<file path="src/rtl/pc_stack.sv">
// Program counter with increment, load, subroutine call and return.
// Return addresses live in a small register-array LIFO whose fill level is exposed as sp.
module pc_stack #(
  parameter int               WIDTH       = 16,
  parameter int               DEPTH       = 8,
  parameter logic [WIDTH-1:0] RESET_VALUE = '0,
  parameter bit               SATURATE    = 1'b0
) (
  input  logic                     clk,
  input  logic                     reset,
  input  logic [WIDTH-1:0]         in,
  input  logic                     load,
  input  logic                     inc,
  input  logic                     call,
  input  logic                     ret,
  output logic [WIDTH-1:0]         out,
  output logic [$clog2(DEPTH):0]   sp,
  output logic                     empty,
  output logic                     full,
  output logic                     wrap,
  output logic                     overflow,
  output logic                     underflow
);

  localparam int AW  = $clog2(DEPTH);
  localparam int SPW = AW + 1;

  logic [WIDTH-1:0] stack [DEPTH];
  logic [WIDTH-1:0] ret_addr;
  logic [SPW-1:0]   sp_dec;
  logic [AW-1:0]    push_idx;
  logic [AW-1:0]    top_idx;
  logic             push;
  logic             out_max;

  assign empty    = (sp == '0);
  assign full     = (sp == SPW'(DEPTH));
  assign sp_dec   = sp - 1'b1;
  assign push_idx = sp[AW-1:0];
  assign top_idx  = sp_dec[AW-1:0];
  // Return address always wraps, even when the increment path saturates.
  assign ret_addr = out + 1'b1;
  assign out_max  = (out == {WIDTH{1'b1}});
  assign push     = !reset && !load && call && !full;

  // Entries carry no reset; only sp decides which ones are meaningful.
  always_ff @(posedge clk) begin
    if (push) begin
      stack[push_idx] <= ret_addr;
    end
  end

  always_ff @(posedge clk) begin
    if (reset) begin
      out       <= RESET_VALUE;
      sp        <= '0;
      wrap      <= 1'b0;
      overflow  <= 1'b0;
      underflow <= 1'b0;
    end else begin
      wrap <= 1'b0;
      if (load) begin
        out <= in;
      end else if (call) begin
        if (!full) begin
          sp  <= sp + 1'b1;
          out <= in;
        end else begin
          overflow <= 1'b1;
        end
      end else if (ret) begin
        if (!empty) begin
          sp  <= sp_dec;
          out <= stack[top_idx];
        end else begin
          underflow <= 1'b1;
        end
      end else if (inc) begin
        if (out_max) begin
          wrap <= 1'b1;
          out  <= SATURATE ? {WIDTH{1'b1}} : '0;
        end else begin
          out <= out + 1'b1;
        end
      end
    end
  end

endmodule

</file>
<file path="config.mk">
export PLATFORM = sky130hd
export DESIGN_NAME = pc_stack
export DESIGN_NICKNAME = d
export VERILOG_FILES = /design/src/rtl/pc_stack.sv
export SDC_FILE = /design/constraint.sdc
export NUM_CORES = 1
export LEC_CHECK = 0
export ABC_AREA = 0
export ABC_CLOCK_PERIOD_IN_PS = 3600
export CAP_MARGIN = 10
export CORE_ASPECT_RATIO = 1.2
export CORE_MARGIN = 4
export CORE_UTILIZATION = 50
export CTS_CLUSTER_DIAMETER = 60
export DETAILED_ROUTE_END_ITERATION = 12
export GPL_TIMING_DRIVEN = 1
export HOLD_SLACK_MARGIN = 0.08
export MAX_ROUTING_LAYER = met4
export PLACE_DENSITY_LB_ADDON = 0.3
export SYNTH_ARGS = -nofsm -noshare
export SYNTH_HDL_FRONTEND = slang
export SYNTH_SLANG_ARGS = --single-unit
export TNS_END_PERCENT = 10
</file>
<file path="constraint.sdc">
create_clock -name clk -period 3.6 [get_ports clk]
set_input_delay 0.36 -clock clk [delete_from_list [all_inputs] [get_ports clk]]
set_output_delay 0.36 -clock clk [all_outputs]
set_load 0.01 [all_outputs]
</file>
==> metrics.cfg <==
[sta]
post-route-min-period_ns = 2.62
fmax_mhz = 381
rsz0062_at_grt = no
fin_skew_ns = 0.0155
setup_viol = 0
tns_ns = 0
slew_violations = 0
tightest_slew_ns = 0.760
hold_viol = 0
fin_crit_sh_pct = 72.9
relSlewSlack_pct = 49.1

[synth]
synth-seq-cells = 151
synth.net_count = 448
synth.avg_cell_area_um2 = 15.6
synth-edff-count = 128
synth_top_area_cell = edfxtp_1
syn_area_um2 = 6590
ys_warn_count = 0
synth_area_leaders = edfxtp_1 (58%), mux4_2 (11%), dfxtp_1 (7.0%)
synth_flop_cell = edfxtp_1
synth_top_area_share_pct = 58.3
synthCells = 422
synth_cell_types = 65
synth_seq_area_share_pct = 65.3
synthArstFlopShare_pct = 0

[worst_hold_path]
min_path_type = register to register

[setup_path]
worstSetupEndpoint = out[12]
critPathKind = input pin to register
crit_fanout = 16
crit_path_start_kind = input pin
r2r_setup_slack_ns = 0.99
critPathRequiredTime_ns = 3.94
r2r_cells = 7
path_cells = clkdlybuf4s50_1, or3b_4, a21oi_4, or2_1, a221oi_1, a211oi_1
r2r_end = out[12]
slowest_stage = clkdlybuf4s50_1
critPathLaunch = call
endpoint_kind = register
timing.rr.start = sp[1]
cpPeakStageDelay_ns = 0.71
arrival_ns = 2.96

[finish]
area_growth_pct = 20.1
stdcell_area_um2 = 7920
layout-drive-gt1-share_pct = 21.2
n_antenna_cell = 0
fin_nets = 513

[route]
dr.first_iter.drc_count = 275
firstDrtPassIters = 5
wl_um = 15700
wl_per_cell_um = 23.7
viasPerCell = 6.18
drcViolationCount = 0
vias = 4104
ant_nets = 0

[clocking]
root_buffer = clkbuf_16
cts_buffers = 17
clk_latency_ns = 0.43
post_cts_buffers = 0
clock-sinks = 151
cts.clk_slew.worst_paths_ns = 0.06
cts_hold_buf = 0
clk_path_buf_depth = 2
postCtsResizedCells = 0
htreeDepth = 4
cts_tree = yes

[die]
io_pins = 47
die_area_um2 = 15100
die_h_um = 134
fp-row-count = 45
chipWidth_um = 113
fp.coreArea_um2 = 12800
initial_core_util_pct = 51.6

[global_routing]
grt_pass1_vias = 4169
grt_pass1_wl_um = 24300
antenna_found_initial = 0
grt_max_degree = 39
track_usage_pct = 22.6
overflow = 0

[pwr]
p_per_area_nw_per_um2 = 584
power.leakage_nw = 2.63
ir_drop_mv = 0.403

[run_status]
status = finished clean

[placed_design]
place_congestion = 0.910
hpwl_um = 10300
placed_area_um2 = 7300
io_buffers = 46

[flow_run]
maxCapViolCount = 0

==> how the worst min path moves through the flow <==
stage	end	depth (start not counted)	start	slack, ns
floorplan	overflow	2	overflow	0.50
global placement	overflow	2	overflow	0.45
detailed placement	underflow	2	underflow	0.47
CTS	underflow	2	underflow	0.49
global route	overflow	2	overflow	0.54
finish	underflow	2	underflow	0.49
==> cells in the mapped netlist, drive strengths merged (4+ instances only) <==
cell and instances:
nor4 8, xor2 5, ha 4, and3 4
inv 9, a2111oi 4, dfxtp 23, a21oi 16
nand3 11, or2 4, clkbuf 8, nand4 6
a211oi 9, nor3 14, edfxtp 128, a221oi 4
a22o 4, mux4 32, buf 14, nand2b 4
nor2 33, xnor2 13, nand2 23
==> registers in the layout (all words and copies together) (netlist names) <==
name / cells
overflow: 1
out: 16
sp: 4
wrap: 1
underflow: 1
stack: 128
==> report_power, final <==
group          internal (W)  switching, W
Clock               0.00121      0.000654
Sequential          0.00198     0.0000644
Combinational      0.000328      0.000389
Total               0.00352       0.00111
==> critical path: cells and delay by family <==
kind	cells	cell delay, ns
AOI/OAI and AO/OA	3	0.74
and+or+nand+nor	2	1.13
buffers and inverters	1	0.71
==> layout by cell type (no fill, tap or decap), drive strengths merged, types with 3 or more instances in the layout <==
master and instances:
xor2 5, xnor2 13, nor2 33, dfxtp 23, nand2b 4, or2 4
mux4 32, a21o 3, a221oi 4, ha 4, o22ai 3, clkbuf 19
a21oi 16, inv 9, a22o 4, buf 22, o21ai 3, nor3 14
bufinv 5, edfxtp 128, a211oi 9, clkinv 8, nand2 23, and3 4
nand4 6, nor4 8, a2111oi 4, nand3 11, clkdlybuf4s50 46
==> kinds of logic after synthesis <==
logic type / share of synthesized area (%)
AOI/OAI and AO/OA: 8.30
DFF: 65.3
and+or+nand+nor: 9.34
xor gates and xnor gates: 2.51
buffers and inverters: 2.53
muxes: 11.3
adders and majority gates: 0.759
==> layout make-up <==
type | count | area, um2
clock buffer | 19 | 433
sequential | 151 | 4310
clock inverter | 13 | 184
inverter | 9 | 33.8
multi-input combinational | 240 | 2130
fill | 935 | 4860
timing repair buffer | 68 | 626
tap | 164 | 205
==> routing by layer <==
layer | track usage [%] | wire length [um]
met5 | - | 0
met4 | 10.6 | 536
met3 | 7.09 | 1200
met2 | 34.2 | 7680
met1 | 27.8 | 6310
==> through the flow <==
stage	cells	util, %	power, W	hold WS [ns]	setup WS (ns)
final	664	61.9	0.00462	0.485	0.976
after global routing	664	61.9	0.00478	0.540	0.809
after CTS	664	61.9	0.00464	0.487	1.01
after detailed placement	632	57.1	0.00279	0.474	0.596
after global placement	632	57.1	0.00277	0.453	0.731
after floorplan	422	-	0.00254	0.505	0.292
No activity file was read; power rests on OpenSTA's default activity.
